## src/rtl/fetch_unit_pkg.sv

```systemverilog
// -----------------------------------------------------------------------------
// fetch_unit_pkg
// Shared definitions for the instruction fetch unit: next-PC select encodings,
// the EBREAK/SYSTEM opcode that stops fetch, and the fetch FSM state type.
// -----------------------------------------------------------------------------
package fetch_unit_pkg;

  // Next-PC select codes driven by the control stage (2'b11 is reserved and
  // behaves like sequential).
  localparam logic [1:0] PC_SEQ    = 2'b00;
  localparam logic [1:0] PC_BRANCH = 2'b01;
  localparam logic [1:0] PC_JALR   = 2'b10;

  // Major opcode of EBREAK; seeing it in the held instruction halts fetch.
  localparam logic [6:0] OPC_EBREAK = 7'b1110011;

  typedef enum logic [1:0] {
    FETCH = 2'd0,
    HOLD  = 2'd1,
    HALT  = 2'd2
  } fetch_state_e;

endpackage : fetch_unit_pkg

```

## src/rtl/pc_next.sv

```systemverilog
// -----------------------------------------------------------------------------
// pc_next
// Combinational next-PC selection.
//   pc          : current PC
//   pc_src      : select (PC_SEQ / PC_BRANCH / PC_JALR / reserved -> sequential)
//   br_target   : PC+imm for branches and JAL
//   jalr_target : ALU result for JALR (bit 0 is cleared)
//   next_pc     : selected next PC (modulo 2^32)
//   misaligned  : next_pc is not word aligned
// -----------------------------------------------------------------------------
module pc_next
  import fetch_unit_pkg::*;
(
  input  logic [31:0] pc,
  input  logic [1:0]  pc_src,
  input  logic [31:0] br_target,
  input  logic [31:0] jalr_target,
  output logic [31:0] next_pc,
  output logic        misaligned
);

  always_comb begin
    // NOTE: every output of a combinational block gets a default first, so no
    // path through the case can leave it unassigned and infer a latch.
    next_pc = pc + 32'd4;
    case (pc_src)
      PC_BRANCH: next_pc = br_target;
      PC_JALR:   next_pc = jalr_target & 32'hFFFF_FFFE;
      default:   next_pc = pc + 32'd4;
    endcase
  end

  assign misaligned = |next_pc[1:0];

endmodule : pc_next

```

## src/rtl/fetch_unit.sv

```systemverilog
// -----------------------------------------------------------------------------
// fetch_unit
// Single-outstanding instruction fetch: request a word, hold it for decode
// until consumed, then step the PC (sequential / branch / jalr). Fetch stops
// on EBREAK or on a misaligned next PC; only reset restarts it.
//   clk, rst_n            : clock, asynchronous active-low reset
//   im_req/im_addr        : fetch request and byte address to instruction mem
//   im_ack/im_rdata       : memory response (data valid when im_ack)
//   im_data/im_valid      : registered instruction and its valid flag
//   pc/pc_plus4           : address of im_data and that address + 4
//   advance               : decode consumed the held instruction
//   PCsrc                 : next-PC select
//   br_target/jalr_target : branch/JAL and JALR targets
//   halted/misalign_err   : fetch stopped / stop caused by misaligned next PC
// -----------------------------------------------------------------------------
module fetch_unit
  import fetch_unit_pkg::*;
#(
  parameter logic [31:0] RESET_PC = 32'h0000_0000
) (
  input  logic        clk,
  input  logic        rst_n,
  output logic        im_req,
  output logic [31:0] im_addr,
  input  logic        im_ack,
  input  logic [31:0] im_rdata,
  output logic [31:0] im_data,
  output logic        im_valid,
  input  logic        advance,
  input  logic [1:0]  PCsrc,
  input  logic [31:0] br_target,
  input  logic [31:0] jalr_target,
  output logic [31:0] pc,
  output logic [31:0] pc_plus4,
  output logic        halted,
  output logic        misalign_err
);

  fetch_state_e state_q, state_d;
  logic [31:0]  pc_q, pc_d;
  logic [31:0]  im_data_q, im_data_d;
  logic         misalign_q, misalign_d;

  logic [31:0]  next_pc;
  logic         next_misaligned;

  pc_next u_pc_next (
    .pc          (pc_q),
    .pc_src      (PCsrc),
    .br_target   (br_target),
    .jalr_target (jalr_target),
    .next_pc     (next_pc),
    .misaligned  (next_misaligned)
  );

  always_comb begin
    state_d    = state_q;
    pc_d       = pc_q;
    im_data_d  = im_data_q;
    misalign_d = misalign_q;
    case (state_q)
      FETCH: begin
        if (im_ack) begin
          im_data_d = im_rdata;
          state_d   = HOLD;
        end
      end
      HOLD: begin
        if (advance) begin
          // EBREAK wins over a misaligned target; pc is kept in both halts.
          if (im_data_q[6:0] == OPC_EBREAK) begin
            state_d = HALT;
          end else if (next_misaligned) begin
            state_d    = HALT;
            misalign_d = 1'b1;
          end else begin
            pc_d    = next_pc;
            state_d = FETCH;
          end
        end
      end
      HALT:    state_d = HALT;
      default: state_d = FETCH;
    endcase
  end

  always_ff @(posedge clk or negedge rst_n) begin
    if (!rst_n) begin
      state_q    <= FETCH;
      pc_q       <= RESET_PC;
      im_data_q  <= 32'h0;
      misalign_q <= 1'b0;
    end else begin
      // NOTE: state registers use non-blocking assignments so all flops update
      // from the same pre-edge values regardless of statement order.
      state_q    <= state_d;
      pc_q       <= pc_d;
      im_data_q  <= im_data_d;
      misalign_q <= misalign_d;
    end
  end

  // The reset state is FETCH, but no request may be visible while reset is
  // held; gating with rst_n makes the first request appear as soon as reset
  // releases and drops any outstanding request the instant reset asserts.
  assign im_req       = rst_n && (state_q == FETCH);
  assign im_addr      = pc_q;
  assign im_data      = im_data_q;
  assign im_valid     = (state_q == HOLD);
  assign pc           = pc_q;
  assign pc_plus4     = pc_q + 32'd4;
  assign halted       = (state_q == HALT);
  assign misalign_err = misalign_q;

endmodule : fetch_unit
```

## config.mk

```make
export PLATFORM = sky130hd
export DESIGN_NAME = fetch_unit
export DESIGN_NICKNAME = d
export VERILOG_FILES = /design/src/rtl/fetch_unit_pkg.sv /design/src/rtl/pc_next.sv /design/src/rtl/fetch_unit.sv
export SDC_FILE = /design/constraint.sdc
export NUM_CORES = 1
export LEC_CHECK = 0
export ABC_AREA = 1
export BUFFER_PORTS_ARGS = -buffer_cell sky130_fd_sc_hd__buf_2
export CORE_MARGIN = 5
export CORE_UTILIZATION = 52
export DETAILED_ROUTE_END_ITERATION = 10
export PLACE_DENSITY = 0.87
export SLEW_MARGIN = 25
export SYNTH_ARGS = -nofsm -noshare
export SYNTH_HDL_FRONTEND = slang
export SYNTH_HIERARCHICAL = 1
export SYNTH_SLANG_ARGS = --single-unit
```

## constraint.sdc

```tcl
create_clock -name clk -period 3.2 [get_ports clk]
set_input_delay 0.48 -clock clk [delete_from_list [all_inputs] [get_ports clk]]
set_output_delay 0.48 -clock clk [all_outputs]
set_load 0.02 [all_outputs]
```

# Yosys cells after proc, flatten, opt, wreduce, memory -nomap -nowiden
# Cells that the tools add are included.
[word_totals] output_inout_bits=132 reg_bits=67
[classes] n_addsub=1 eq_ne=7 muxes=6 reduce_logical=7 bitwise_logic=2
[op_table] op="32-bit one-hot mux with 2 select lines" count=1
[op_table] op="32-bit by 3-bit adder with 32-bit output, second input constant" count=1
[op_table] op="2-bit two-way mux" count=4
[op_table] op="4-bit AND reduction" count=2
[op_table] op="7-bit equality test, second input constant" count=1
[op_table] op="2-bit one-hot mux with 3 select lines" count=1
[op_table] op="2-bit by 1-bit equality test with 1-bit output, second input constant" count=2
[op_table] op="2-bit equality test, second input constant" count=2
[op_table] op="2-bit AND reduction" count=2
[op_table] op="2-bit logical NOT" count=1
[op_table] op="2-bit by 1-bit != test with 1-bit output, second input constant" count=1
[op_table] op="2-bit != test, second input constant" count=1
[op_table] op="1-bit NOT" count=2
[op_table] op="2-bit OR reduction" count=1
[op_table] op="1-bit logical AND" count=1

# Logic depth before layout (Yosys ltp)
[depth] ltp_word=7 depth_mapped=12 depth_no_buf=12

# Hierarchy
# Netlist, hierarchy kept.
[by_module_without_submodules] module="fetch_unit" area_per_inst_um2=3801.1 instances=1 cells_each=458
[by_module_without_submodules] module="pc_next" area_per_inst_um2=1446.4 instances=1 cells_each=297

# Worst setup path after synthesis
# No wires, ideal clock.
[synth_path] kind="input to register" startpoint="input port PCsrc[0]" endpoint="register pc_q[4] (netlist: im_addr[4])" arrival_ps=2047 setup_time_ps=119 n_path_buf=2 required_time_ps=3081 path_stages=10 slack_ps=1033 cell_sequence="inv_1 ha_1 nor2_1 clkbuf_1 nand2_1 nand4_1 clkinv_1 clkbuf_1 nand4_1 nand2_1"
[synth_via] elab_chain_cells=5 elab_cells_between_ends=6
[synth_lines] element="from (decl)" line="fetch_unit.sv:30" source="input logic [1:0] PCsrc,"
[synth_lines] element="2-bit equality test / 2-bit by 1-bit equality test with 1-bit output (equally long branches)" line="pc_next.sv:26" source="case (pc_src)"
[synth_lines] element="32-bit one-hot mux with 2 select lines (*)" line="pc_next.sv:26"
[synth_lines] element="2-bit OR reduction (*)" line="pc_next.sv:33" source="assign misaligned = |next_pc[1:0];"
[synth_lines] element="named net next_misaligned" line="fetch_unit.sv:45" source="logic next_misaligned;"
[synth_lines] element="1-bit NOT (no source line) (*)"
[synth_lines] element="4-bit AND reduction (no source line) (*)"
[synth_lines] element="to (signal assigned)" line="fetch_unit.sv:97" source="pc_q <= pc_d;"
[synth_lines] element="to (decl)" line="fetch_unit.sv:40" source="logic [31:0] pc_q, pc_d;"
# The timed path passes the listed nets; every way through them passes the cells marked *.
# A chain may end at the register's enable or synchronous reset.

# Worst setup path after layout
[layout_path] startpoint="register pc_q[2] (netlist: im_addr[2])" endpoint="output port pc_plus4[16]"
[layout_via] elab_chain_cells=1
[layout_lines] element="32-bit by 3-bit adder with 32-bit output" line="fetch_unit.sv:111" source="assign pc_plus4 = pc_q + 32'd4;"
[layout_lines] element="to (decl)" line="fetch_unit.sv:34" source="output logic [31:0] pc_plus4,"
# No other way between the ends.

==> summary.txt <==
Post-Syn Nets -> 861
CTS tree -> yes
first-pass GRT wire length -> 28190 um
Hold Path Class -> in -> async
crit-path cells -> ha_1 -> nand3_1 -> nor2_2 -> nand3_1 -> xnor2_1 -> buf_2
RSZ-0062 raised after global routing -> false
synth warn -> 6
design area -> 6456 um^2
cell with the most instances after synthesis -> nand2_1
number of flops mapped to enable cells by yosys -> 0
Clock power frac -> 0.124
startpoint type of the worst setup path -> flop
Sw Ratio -> 0.5263
Core Area -> 9819 um^2
status -> completed
NetSw -> 2.751 mW
Leakage -> 3.368 nW
Synth area leaders -> dfrtp_1, nand2_1, mux2_2, nor2_1, buf_4
Slew Viols, Final -> 0
final hold vios -> 0
register area share after synthesis -> 0.3195
Clock Latency Late Sink -> 350 ps
Mapped Area -> 5248 um^2
final WL -> 17280 um
Arr. time, crit path -> 2070 ps
WL/cell -> 15.88 um
Die X -> 110.5 um
number of global-route vias before repair -> 5836
GR Util All Layers -> 0.2769
layout cells sized above 1 -> 0.3417
most common flop cell mapped by yosys -> dfrtp_1
vias after detailed routing -> 5832
setup TNS -> 0 ps
Gate power share -> 0.532
Placer Congestion -> 0.8898
CTS root buf -> clkbuf_8
WP data required -> 2720 ps
setup violators final -> 0
Clock Pin Slew Worst Setup and Hold Paths -> 80 ps
Synth cell types -> 32
dpl cells -> 1071
Hold Buf Count CTS -> 0
area share of the largest cell type after synthesis -> 0.3195
gr ovfl total -> 0
Row Count -> 36
Flop pwr share -> 0.344
area grow syn2layout -> 23.03%
Die ar. -> 12200 um^2
Post-route DRC -> 0
Placed Area -> 6279 um^2
cts repair resizes -> 0
largest net degree at the start of global routing -> 68
largest delay contributor family on the critical path -> flip-flops
IO Count -> 234
Iter 0 DRT Violations -> 574
Post-synth top cells -> nand2_1, nor2_1, dfrtp_1
initial antenna violation count -> 2
CTS max path bufs -> 2
Avg Cell Area, Syn -> 6.950 um^2
Initial Utilization -> 0.5344
Buf/Inv on CP -> 1
fraction of registers with async set/reset -> 1.000
Fill cells -> 887
CP Class -> reg -> out
Worst Path Max Fanout -> 10
Slew HR -> 0.4226
Final Cycle Share -> 0.7964
max incr delay on CP -> 580 ps
Seq cells post-synth -> 67
minimum clock period -> 2548 ps
Die Y -> 110.5 um
Initial DRT Pass Iterations -> 7
via/cell ratio -> 5.360
Peak VDD IR -> 0.6112 mV
internal power -> 2.476 mW
Final HPWL DP -> 13040 um
number of H-tree levels -> 3
maxcap violations -> 0
type of destination of the critical path -> primary output
NumNets Final -> 1055
PD cells -> 809.6 nW/um^2
Fmax -> 392.4 MHz
cell count after synthesis -> 755
Fin Clk Skew -> 6.963 ps
non-filler instance count after layout -> 1088
worst-margin pin slew -> 866.1 ps
CTS sink cnt -> 67
total CTS buffers -> 9
most used cell, CP -> nand3_1
post-route ant nets -> 0
area leader, netlist -> dfrtp_1
postcts setup bufs -> 0
port buffer count -> 232
Crit-path slowest cell -> dfrtp_1
## routing by layer
metal / global-route usage / wire, um / up-vias
met5: 0 / 11 / -
met4: 0.08867 / 338 / 2
met2: 0.4721 / 8363 / 347
li1: - / - / 2801
met3: 0.09136 / 1856 / 35
met1: 0.3292 / 6709 / 2647
## cell families after synthesis
family	after synthesis	synth area share
AOI/OAI and AO/OA	48	0.06080
and+or+nand+nor	475	0.4046
xor gates and xnor gates	18	0.03004
DFF	67	0.3195
adders and majority gates	4	0.009538
buffers and inverters	112	0.1090
muxes	31	0.06652
## through the flow
stage	hold WS (ps)	util	worst slack, ps	power (mW)
floorplan	184.4	-	1033	3.659
global placement	449.2	0.6394	516.9	4.510
detailed placement	469.0	0.6394	471.4	4.597
CTS	334.3	0.6572	623.5	5.249
global route	339.2	0.6575	436.8	5.575
finish	330.6	0.6575	651.6	5.227
## power groups by stage
stage	clock, mW	sequential [mW]	combinational [mW]
3_3_place_gp	0	1.77	2.74
5_1_grt	0.700	1.86	3.01
6_report	0.649	1.80	2.78
3_5_place_dp	0	1.80	2.80
4_1_cts	0.662	1.79	2.80
2_1_floorplan	0	2.06	1.60
## worst paths after layout
kind | startpoint | endpoint | slack (ps) | cells after the start
max | im_addr[2]$_DFFE_PN0P_ | pc_plus4[16] | 650 | 6
min in group clk | advance | state_q[0]$_DFFE_PN0P_ | 340 | 2
max in group asynchronous | rst_n | im_data[23]$_DFFE_PN0P_ | 2310 | 2
min | rst_n | im_data[25]$_DFFE_PN0P_ | 330 | 2
min reg2reg | misalign_err$_DFFE_PN0P_ | misalign_err$_DFFE_PN0P_ | 490 | 2
max reg2reg | state_q[1]$_DFFE_PN0P_ | im_addr[10]$_DFFE_PN0P_ | 1110 | 7
## sequential cells by signal (all words and copies together) (netlist names)
signal	cells
misalign_err	1
state_q	2
im_addr	32
im_data	32
## layout make-up
class / count / area (um^2) / area share
inverter: 54 / 202.7 / 0.03140
clock buffer: 9 / 123.9 / 0.01919
sequential: 67 / 1677 / 0.2597
antenna: 1 / 2.502 / 0.0003876
timing repair buffer: 241 / 1229 / 0.1903
tap: 133 / 166.4 / 0.02578
multi-input combinational: 576 / 3004 / 0.4653
clock inverter: 7 / 51.30 / 0.007946
## placed cells by master (no fill, tap or decap), types with 3 or more instances in the layout
cell type,instances
buf_2,232
nand4_1,34
ha_1,4
a22oi_1,25
a21oi_1,3
mux2_2,31
nor2_4,12
dfrtp_1,67
nand3_1,37
inv_1,52
buf_4,9
nor2_1,80
clkbuf_8,9
o21bai_1,3
nor2_2,13
nand3b_1,9
xnor2_1,7
nand2_1,275
xor2_1,11
o21ai_0,12
nand2_2,8
Power figures use the tool's default switching activity.
